--- config.mk ---
export PLATFORM = sky130hd
export DESIGN_NAME = pwm_feeder
export DESIGN_NICKNAME = d
export VERILOG_FILES = /design/src/rtl/pwm_pkg.sv /design/src/rtl/sync_fifo.sv /design/src/rtl/pwm_feeder.sv
export SDC_FILE = /design/constraint.sdc
export NUM_CORES = 1
export LEC_CHECK = 0
export ABC_AREA = 1
export BUFFER_PORTS_ARGS = -buffer_cell sky130_fd_sc_hd__buf_2
export CAP_MARGIN = 40
export CORE_MARGIN = 2
export CORE_UTILIZATION = 55
export DETAILED_ROUTE_END_ITERATION = 10
export GPL_TIMING_DRIVEN = 0
export PLACE_DENSITY = 0.76
export REMOVE_ABC_BUFFERS = 1
export SYNTH_ARGS = -nofsm -noshare
export SYNTH_HDL_FRONTEND = slang
export SYNTH_HIERARCHICAL = 1
export SYNTH_SLANG_ARGS = --single-unit
--- constraint.sdc ---
create_clock -name clk -period 5.5 [get_ports clk]
set_input_delay 1.65 -clock clk [delete_from_list [all_inputs] [get_ports clk]]
set_output_delay 1.65 -clock clk [all_outputs]
set_load 0.05 [all_outputs]
--- src/rtl/pwm_pkg.sv ---
// Shared PWM definitions, imported by pwm_feeder and by the PWM stage.
//   PWM_WIDTH  : default sample/duty width
//   duty_t     : duty value type at the default width
//   to_offset  : signed two's-complement sample -> offset binary
//   scale_duty : offset-binary value -> duty in 0..max
// The helpers take the width as an argument, so any WIDTH up to 31 works.
package pwm_pkg;
  localparam int PWM_WIDTH = 10;

  typedef logic [PWM_WIDTH-1:0] duty_t;

  // Flip the sign bit: -2^(w-1)..2^(w-1)-1 maps onto 0..2^w-1.
  // s must be zero-extended from w bits by the caller.
  function automatic logic [31:0] to_offset(input logic [31:0] s, input int w);
    return s ^ (32'd1 << (w - 1));
  endfunction

  // (u * (max+1)) >> w. u < 2^w, so the result never exceeds max.
  function automatic logic [31:0] scale_duty(input logic [31:0] u,
                                             input logic [31:0] mx,
                                             input int w);
    logic [63:0] p;
    p = 64'(u) * (64'(mx) + 64'd1);
    return 32'(p >> w);
  endfunction
endpackage

--- src/rtl/sync_fifo.sv ---
// Small synchronous FIFO, registered occupancy.
//   clk, rst          : clock, async active-high reset (empties the FIFO)
//   i_push, i_din     : write request / data (ignored when full, even with a pop)
//   i_pop, o_dout     : read request / head word (ignored when empty)
//   o_full, o_empty   : derived from the registered level
//   o_level           : occupancy, 0..DEPTH
module sync_fifo #(
  parameter int WIDTH = 10,
  parameter int DEPTH = 4
) (
  input  logic                     clk,
  input  logic                     rst,
  input  logic                     i_push,
  input  logic [WIDTH-1:0]         i_din,
  input  logic                     i_pop,
  output logic [WIDTH-1:0]         o_dout,
  output logic                     o_full,
  output logic                     o_empty,
  output logic [$clog2(DEPTH):0]   o_level
);
  localparam int AW = $clog2(DEPTH);

  logic [WIDTH-1:0] r_mem [DEPTH];
  logic [AW-1:0]    r_wptr, r_rptr;
  logic [AW:0]      r_level;
  logic             w_do_push, w_do_pop;

  assign o_full    = (r_level == (AW+1)'(DEPTH));
  assign o_empty   = (r_level == '0);
  assign o_level   = r_level;
  assign o_dout    = r_mem[r_rptr];
  assign w_do_push = i_push && !o_full;
  assign w_do_pop  = i_pop && !o_empty;

  always_ff @(posedge clk) begin
    if (w_do_push) r_mem[r_wptr] <= i_din;
  end

  always_ff @(posedge clk or posedge rst) begin
    if (rst) begin
      r_wptr  <= '0;
      r_rptr  <= '0;
      r_level <= '0;
    end else begin
      if (w_do_push) r_wptr <= r_wptr + AW'(1);
      if (w_do_pop)  r_rptr <= r_rptr + AW'(1);
      case ({w_do_push, w_do_pop})
        2'b10:   r_level <= r_level + (AW+1)'(1);
        2'b01:   r_level <= r_level - (AW+1)'(1);
        default: r_level <= r_level;
      endcase
    end
  end
endmodule

--- src/rtl/pwm_feeder.sv ---
// Feeds one duty value per PWM period to the PWM stage.
//   clk, rst                 : clock, async active-high reset
//   sample_in/valid/ready    : signed sample input handshake into the FIFO
//   max                      : PWM full-scale, shared with the PWM stage
//   underrun_clr             : clears the sticky underrun flag
//   data_out, load           : duty value and its once-per-period load pulse
//   underrun                 : set when a period boundary finds the FIFO empty
//   level                    : FIFO occupancy
// Build option PWM_FEEDER_HOLD_EN: on underrun hold the last duty value
// instead of outputting midscale.
module pwm_feeder
  import pwm_pkg::*;
#(
  parameter int WIDTH = PWM_WIDTH,
  parameter int DEPTH = 4
) (
  input  logic                   clk,
  input  logic                   rst,
  input  logic [WIDTH-1:0]       sample_in,
  input  logic                   sample_valid,
  output logic                   sample_ready,
  input  logic [WIDTH-1:0]       max,
  input  logic                   underrun_clr,
  output logic [WIDTH-1:0]       data_out,
  output logic                   load,
  output logic                   underrun,
  output logic [$clog2(DEPTH):0] level
);
  logic [WIDTH-1:0] r_pcount, r_data;
  logic             r_load, r_under, r_rdy;
  logic [WIDTH-1:0] w_head, w_u, w_scaled, w_mid;
  logic [WIDTH:0]   w_maxp1;
  logic             w_full, w_empty, w_bnd, w_push, w_pop;

  // r_rdy keeps sample_ready low through reset and goes high on the first
  // edge after release.
  assign sample_ready = r_rdy && !w_full;
  assign w_push       = sample_valid && sample_ready;
  // >= lets a lowered max take effect on the very next edge.
  assign w_bnd        = (r_pcount >= max);
  assign w_pop        = w_bnd && !w_empty;

  assign w_u      = WIDTH'(to_offset(32'(w_head), WIDTH));
  assign w_scaled = WIDTH'(scale_duty(32'(w_u), 32'(max), WIDTH));
  assign w_maxp1  = {1'b0, max} + (WIDTH+1)'(1);
  assign w_mid    = w_maxp1[WIDTH:1];

  sync_fifo #(.WIDTH(WIDTH), .DEPTH(DEPTH)) u_fifo (
    .clk     (clk),
    .rst     (rst),
    .i_push  (w_push),
    .i_din   (sample_in),
    .i_pop   (w_pop),
    .o_dout  (w_head),
    .o_full  (w_full),
    .o_empty (w_empty),
    .o_level (level)
  );

  always_ff @(posedge clk or posedge rst) begin
    if (rst) begin
      r_pcount <= '0;
      r_load   <= 1'b0;
      r_data   <= '0;
      r_under  <= 1'b0;
      r_rdy    <= 1'b0;
    end else begin
      r_rdy <= 1'b1;
      if (w_bnd) begin
        r_pcount <= '0;
        r_load   <= 1'b1;
        if (!w_empty) begin
          r_data <= w_scaled;
        end else begin
`ifdef PWM_FEEDER_HOLD_EN
          r_data <= r_data;
`else
          r_data <= w_mid;
`endif
        end
      end else begin
        r_pcount <= r_pcount + WIDTH'(1);
        r_load   <= 1'b0;
      end
      // Set has priority over clear.
      if (w_bnd && w_empty)  r_under <= 1'b1;
      else if (underrun_clr) r_under <= 1'b0;
    end
  end

  assign data_out = r_data;
  assign load     = r_load;
  assign underrun = r_under;
endmodule

* Word level (Yosys, flattened, before mapping)
Memory sizes are Yosys's and may differ from the RTL's.
Index checks and enable logic that the tools add are counted.
W data, S select, Z words.
** Operators by class
- Equal/unequal tests :: 3
- Reduce and logical (&&, ||, !) cells :: 11
- Multipliers :: 1
- $add $sub $neg :: 7
- Bitwise logic cells :: 1
- $lt $le $gt $ge :: 1
- Mux-type cells :: 8
** Operators with widths (count)
- $add A10 B1 Y11 const B :: 2
- $mul A10 B11 Y20 :: 1
- $mux W10 :: 2
- $add A10 B1 Y10 const B :: 1
- $ge A10 B10 Y1 :: 1
- $logic_and A1 B1 Y1 :: 6
- $pmux W3 S2 :: 1
- $mux W1 :: 5
- $add A2 B1 Y2 const B :: 2
- $reduce_bool A2 Y1 :: 2
- $add A3 B1 Y3 const B :: 1
- $eq A3 B3 Y1 const B :: 1
- $logic_not A3 Y1 :: 1
- $sub A3 B1 Y3 const B :: 1
- $eq A2 B1 Y1 const B :: 1
- $eq A2 B2 Y1 const B :: 1
- $logic_not A1 Y1 :: 2
- $not A1 Y1 :: 1
** Word-level totals
- Word-level logic and storage cells :: 41
- RAM bits :: 40
- Output and inout bits :: 16
- Input port bits :: 24
- Memories kept :: 1
- Register bits after elaboration :: 30
** Memories
- u_fifo.r_mem :: depth 4, width 10, read ports 1, clocked after memory_dff 0, write ports 1, RTL line sync_fifo.sv:23 : logic [WIDTH-1:0] r_mem [DEPTH];

* Depth between registers and ports, before layout
Gate-level depths: netlist of run 1.
- Depth in word-level cells :: 7
- Mapped depth :: 30

* Cells and area by module
Netlist of run 1, hierarchy kept.
** Modules (own cells, without submodules)
- pwm_feeder :: cells each 670, times used 1, area an instance 4973.5 um2, sequential area each 575.6 um2
- sync_fifo :: cells each 179, times used 1, area an instance 2075.7 um2, sequential area each 1376.3 um2

* Worst setup path before layout of run 1
OpenSTA, ideal clock, no wires.
- Path kind :: input to register
- Start :: in max[0]
- End :: reg r_data[4], in the netlist data_out[4]
- Required time :: 5.375 ns
- Slack :: -0.964 ns
- Arrival :: 6.339 ns
- Stages :: 26
- Library setup time :: 0.125 ns
- Path buffers :: 0
- Cells stage by stage :: ha_1 -> nand2_1 -> inv_2 -> nand2_2 -> nor2_2 -> nand2_1 -> o21ai_1 -> nand2_1 -> inv_1 -> nand2_1 -> fa_1 -> inv_1 -> fa_1 -> fa_1 -> fa_1 -> inv_1 -> fa_1 -> inv_1 -> ha_1 -> a21oi_1 -> o21ai_0 -> a21oi_1 -> nand2_1 -> or2_1 -> nand3_1 -> nand3_1
** Between the ends
- Word-level cells in the longest chain between the ends :: 3
** RTL lines
- start, declared :: RTL line pwm_feeder.sv:22 : input logic [WIDTH-1:0] max,
- $add A10 B1 Y11 :: RTL line pwm_pkg.sv:23, pwm_feeder.sv:45
- $mul A10 B11 Y20 :: RTL line pwm_pkg.sv:23 : p = 64'(u) * (64'(mx) + 64'd1);
- $mux W10 :: RTL line pwm_feeder.sv:72 : if (!w_empty) begin
- end signal, assigned :: RTL line pwm_feeder.sv:73 : r_data <= w_scaled;
- end signal, assigned :: RTL line pwm_feeder.sv:78 : r_data <= w_mid;
- end, declared :: RTL line pwm_feeder.sv:29 : logic [WIDTH-1:0] r_pcount, r_data;
Several ways; a longest one is shown, not always the timed one.
A chain may end at the register's enable or synchronous reset.

* Worst setup path after layout of run 1
- Start :: in max[0]
- End :: reg r_data[8], in the netlist data_out[8]
Same word-level chain as after synthesis.

==> flow_summary_export.csv, run 1 <==
group,metric,value,unit
status,status,"complete, but fails checks",
status,failed_checks,"negative setup slack",
timing,fin_worst_skew,0.00507,ns
global_routing,grt_first_pass_wirelength,27700,um
routing,viasPerCell,5.36,
yosys,synth_top_area_cell,"fa_1",
yosys,ys_seq_elements,70,
timing,slew_violations,0,
critical_path,path_class,"input port to flip-flop",
routing,ant_nets,0,
clocking,numCtsBuffers,9,
routing,vias,5893,
routing,route.detailed.drc,0,
routing,routed_wl,17400,um
critical_path,r2r-start,"u_fifo/r_rptr[1]$_DFFE_PP0P_",
global_routing,grt_overflow,0,
critical_path,critical-path-top-delay-family,"adder cells",
critical_path,reg2reg_to,"data_out[4]$_DFFE_PP0N_",
clocking,cts_tree,"built",
placement,place_congestion,0.911,
yosys,yosysSeqAreaShare,27.7,%
cells_and_area,area_growth,20.8,%
floorplan,design.core.area,12600,sq um
clocking,root_buffer,"clkbuf_16",
yosys,ys.flop_type,"edfxtp_1",
clocking,clkLatencyLatePin,0.33,ns
yosys,synth_cell_types,44,
cells_and_area,final_cells,1099,
critical_path,path_buf_inv,6,
critical_path,slowest_stage,"fa_1",
yosys,synth_enable_flop_cells,40,
clocking,htree_levels,3,
yosys,yosys_warnings,6,
global_routing,grt_busiest_layer,"met2",
yosys,syn_avg_cell_area,8.30,sq um
timing,grt_setup_unrepaired,"yes",
critical_path,start_kind,"input port",
hold_path,hold_class,"flip-flop to flip-flop",
floorplan,io_pins,40,
floorplan,fp.dieH,117,um
hold_path,holdCritStartpoint,"r_pcount[0]$_DFF_PP0_",
flow_run,drv_cap,0,
clocking,clock_sinks,70,
yosys,synth_cells,849,
timing,finalSetupViolCount,10,
critical_path,crit_top_cell,"fa_1",
routing,post_drt_wl_per_cell,15.8,um
placement,placed_cells,1048,
cells_and_area,fin_nets,1084,
timing,finalCritPeriodShare,115,%
critical_path,crit_path_max_incr_delay,0.54,ns
timing,setup_ws,-0.819,ns
cells_and_area,drive_gt1_share,22.5,%
critical_path,rrSetupSlack,-0.35,ns
global_routing,grt_pass1_vias,5968,
global_routing,grt.met2_usage,45.8,%
global_routing,grt_usage,26.5,%
critical_path,crit_arrival,6.54,ns
critical_path,end_kind,"flip-flop",
routing,first_iter_violations,325,
floorplan,row_count,41,
floorplan,die-area,13700,sq um
global_routing,grt_use_met1,32.3,%
yosys,synth_area,7050,sq um
timing,period_minus_slack,6.32,ns
floorplan,floorplan.initialDensity,56.1,%
floorplan,die_w,117,um
timing,max_freq,158,MHz
critical_path,reg2reg_depth,21,
placement,portBuffers,39,
global_routing,grt_max_degree,42,
timing,slew_headroom,58.5,%
hold_path,min_path_cells,1,
cells_and_area,antenna_cells,0,
critical_path,cp_max_fo,4,
yosys,yosysMostFrequentCell,"nand2_1",
yosys,synth_common_cells,"201 x nand2_1, 170 x inv_1, 90 x nor2_1",
global_routing,grt_use_met3,6.08,%
timing,hold_viol_final,0,
yosys,synth-async-reset-ratio,42.9,%
clocking,cts.path.max_buffers,2,
hold_path,min_to,"r_pcount[0]$_DFF_PP0_",
placement,dp_hpwl,12300,um
yosys,synth_top_area_share,19.6,%
global_routing,antenna_found_initial,0,
timing,worst-slew-pin-transition,0.621,ns
yosys,ys_top_cells_by_area,"fa_1 20%, edfxtp_1 17%, ha_1 12%, nand2_1 11%, dfrtp_1 11%",
clocking,path_clk_slew,0.06,ns
routing,drt_pass1_iterations,5,
critical_path,cp.required,5.72,ns
[logic make-up (layout without fill, tap and decap cells)]
kind of cell,Yosys count,count (layout),share of synthesized area [%]
AND/OR/NAND/NOR,358,358,21.4
AO/OA/AOI/OAI,78,78,6.66
XOR/XNOR,10,10,1.35
flip-flops,70,70,27.7
adder cells (fa/ha/maj),137,137,31.7
buffers and inverters,195,273,11.2
other,1,1,0.0532
[metal layers]
layer  up-vias  part of all wire, %  wire [um]
met4         0                  3.4        584
met3        48                  7.3       1270
li1       2797                    -          -
met1      2852                   40       6910
met5         -                    0          0
met2       196                   50       8620
[how the worst max path moves through the flow]
stage                      start                       to  slack (ns)  depth (start not counted)
after global routing      max[0]  data_out[8]$_DFFE_PP0N_       -0.99                         25
after detailed placement  max[0]  data_out[9]$_DFFE_PP0N_       -2.00                         23
after floorplan           max[0]  data_out[4]$_DFFE_PP0N_       -0.97                         26
final                     max[0]  data_out[8]$_DFFE_PP0N_       -0.82                         25
after CTS                 max[0]  data_out[4]$_DFFE_PP0N_       -0.74                         27
after global placement    max[0]  data_out[9]$_DFFE_PP0N_       -1.99                         23
[layout by cell type, fill, tap and decap left out, drive strengths merged, types with 22 or more instances in the layout]
master	instances
nand2	204
inv	175
nor2	93
buf	80
fa	69
ha	68
edfxtp	40
nand3	34
dfrtp	30
a21oi	27
o21ai	23
o211ai	22
[registers in the layout, summed over array words and instances (netlist names)]
register / flops
u_fifo/r_mem: 40
data_out: 10
r_pcount: 10
u_fifo/o_level: 3
u_fifo/r_rptr: 2
u_fifo/r_wptr: 2
load: 1
r_rdy: 1
underrun: 1
[area by class of cell]
type | count | area [sq um]
inverter | 178 | 684
clock buffer | 9 | 225
sequential | 70 | 1950
timing repair buffer | 80 | 572
tap | 172 | 215
clock inverter | 6 | 40.0
multi-input combinational | 584 | 4830
fill | 944 | 4050
[timing repair]
item	4_1_cts	5_1_grt
endpoints found under the setup margin	10	10
hold buffers	0	0
gates resized for setup	88	63
setup buffers	33	9
pin swaps	50	65
[through the flow]
step	hold WS [ns]	setup TNS, ns	setup WS, ns	util, %	cell area (sq um)
floorplan	0.454	-8.53	-0.969	-	6930
global placement	0.484	-18.61	-1.99	58.4	7340
detailed placement	0.484	-18.66	-2.00	58.9	7400
CTS	0.498	-6.38	-0.737	65.4	8210
global route	0.539	-8.48	-0.987	67.7	8510
finish	0.507	-7.38	-0.819	67.7	8510
[worst register-to-register path, delay by kind of cell, from the launching register on]
family | cells | cell delay (ns)
compound gates | 4 | 0.60
buf+inv | 5 | 0.72
simple gates | 6 | 0.90
flops | 1 | 0.63
fa+ha+maj | 6 | 2.87
Power of run 1 is left out: the tool's default activity adds up to more than one toggle a clock period on the data nets, which glitch-free logic cannot reach.
==> run 2, diff against run 1 <==
CORE_UTILIZATION = 23   (was 55)
CTS_BUF_LIST = sky130_fd_sc_hd__clkbuf_8   (was unset)
PLACE_DENSITY = unset   (was 0.76)
==> flow_summary_export.csv, run 2 (same netlist as run 1, synthesis figures left out) <==
group,metric,value,unit
critical_path,worstSetupStartpoint,"max[0]",
global_routing,grt_usage,11.3,%
critical_path,crit_arrival,6.49,ns
timing,timing.hold.ws,0.483,ns
cells_and_area,area_growth,22.5,%
cells_and_area,regMostFlops,"u_fifo/r_mem",
critical_path,start_kind,"input port",
clocking,numCtsBuffers,9,
timing,tns,-6.25,ns
critical_path,cp_max_fo,4,
floorplan,row_count,64,
timing,setup_ws,-0.708,ns
global_routing,grt_max_degree,42,
cells_and_area,largest_reg_flops,40,
timing,period_minus_slack,6.21,ns
timing,slew_headroom,59.6,%
clocking,path_clk_slew,0.08,ns
global_routing,antenna_found_initial,0,
hold_path,hold_class,"flip-flop to flip-flop",
critical_path,r2r-start,"u_fifo/r_rptr[1]$_DFFE_PP0P_",
routing,viasPerCell,4.36,
floorplan,design.core.area,30300,sq um
floorplan,die-area,32100,sq um
critical_path,cp.required,5.78,ns
status,failed_checks,"negative setup slack",
routing,first_iter_violations,320,
clocking,cts_tree,"built",
cells_and_area,layout_commonest_cell,"nand2_1",
timing,finalCritPeriodShare,113,%
timing,slew_violations,0,
floorplan,io_pins,40,
timing,fin_worst_skew,0.0121,ns
timing,hold_viol_final,0,
routing,routed_wl,17500,um
hold_path,holdCritStartpoint,"r_pcount[0]$_DFF_PP0_",
clocking,clock_sinks,70,
placement,portBuffers,39,
timing,worst-slew-pin-transition,0.605,ns
global_routing,grt_first_pass_wirelength,28100,um
floorplan,fp.dieH,179,um
cells_and_area,antenna_cells,0,
global_routing,grt_overflow,0,
timing,max_freq,161,MHz
critical_path,end_kind,"flip-flop",
clocking,ctsHoldBuffers,0,
floorplan,die_w,179,um
cells_and_area,drive_gt1_share,20.8,%
timing,grt_setup_unrepaired,"yes",
clocking,cts.path.max_buffers,2,
status,status,"complete, but fails checks",
clocking,htree_levels,3,
global_routing,grt_pass1_vias,5692,
clocking,clkLatencyLatePin,0.37,ns
routing,route.detailed.drc,0,
routing,drt_pass1_iterations,5,
critical_path,path_class,"input port to flip-flop",
floorplan,floorplan.initialDensity,23.2,%
routing,ant_nets,0,
routing,post_drt_wl_per_cell,13.3,um
placement,dp_hpwl,13100,um
timing,finalSetupViolCount,10,
cells_and_area,fin_nets,1074,
clocking,root_buffer,"clkbuf_8",
routing,vias,5728,
cells_and_area,final_cells,1314,
placement,place_congestion,0.879,
flow_run,drv_cap,0,
placement,placed_cells,1272,
cells_and_area,mostFrequentLayoutCells,"179 x nand2_1, 159 x inv_1, 77 x nor2_1, 69 x fa_1, 52 x ha_1",
## run 2: changes by cell type in the layout (fill, tap and decap cells not counted), sizes merged
cell and delta:
clkinvlp -2, inv +3, buf -10
## run 2: worst paths after layout
kind                       slack (ns)  depth (start not counted)                           end
setup reg to reg                -0.31                         21       data_out[1]$_DFFE_PP0N_
setup / recovery                -0.71                         27       data_out[1]$_DFFE_PP0N_
min in group asynchronous        1.23                          2  u_fifo/r_wptr[1]$_DFFE_PP0P_
hold / removal                   0.48                          1         r_pcount[0]$_DFF_PP0_
hold reg to reg                  0.48                          1         r_pcount[0]$_DFF_PP0_
max in group asynchronous        3.86                          3       data_out[5]$_DFFE_PP0N_
## run 2: cell type report
cell class | count | area, sq um
Clock inverter | 7 | 50.0
Multi-Input combinational cell | 584 | 4840
Inverter | 178 | 681
Timing Repair Buffer | 70 | 489
Tap cell | 396 | 495
Clock buffer | 9 | 124
Sequential cell | 70 | 1950
Fill cell | 3127 | 21700
## run 2: what timing repair did
| item | 4_1_cts | 5_1_grt |
|---|---|---|
| resized for setup | 91 | 45 |
| pin swaps | 49 | 47 |
| setup buffers | 22 | 4 |
| gates cloned | 0 | 0 |
| endpoints found under the setup margin | 10 | 10 |
## run 2: metal layers
metal / share of wire [%] / routed length (um) / track usage [%] / up-vias
li1: - / - / - / 2781
met1: 42 / 7420 / 13.8 / 2760
met2: 49 / 8510 / 19.1 / 145
met3: 5.5 / 967 / 2.59 / 42
met4: 3.6 / 630 / 4.91 / 0
met5: 0 / 0 / 0 / -
## run 2: metrics by stage
stage	setup slack, ns	util (%)	cell area [sq um]
floorplan	-0.969	-	6930
global placement	-2.04	25.1	7620
detailed placement	-2.07	25.3	7680
CTS	-0.709	27.7	8400
global route	-0.895	28.5	8640
finish	-0.708	28.5	8640
## run 2: critical path: stages
cell and delay (ns):
buf_12 0.10, ha_4 0.13, nand2_2 0.05, inv_2 0.08
nand2_4 0.07, nor2_4 0.11, nand2_2 0.07, o21ai_2 0.12
nand2_2 0.11, inv_4 0.11, nand2_4 0.05, fa_1 0.51
inv_1 0.05, fa_1 0.53, fa_1 0.43, fa_1 0.49
inv_1 0.05, fa_1 0.51, inv_2 0.05, ha_4 0.32
nand2_4 0.09, nor2_4 0.15, nand4_1 0.11, nand3_2 0.10
xor2_2 0.16, nand2_1 0.12, o211ai_1 0.16
Power of run 2 is left out for the same reason.
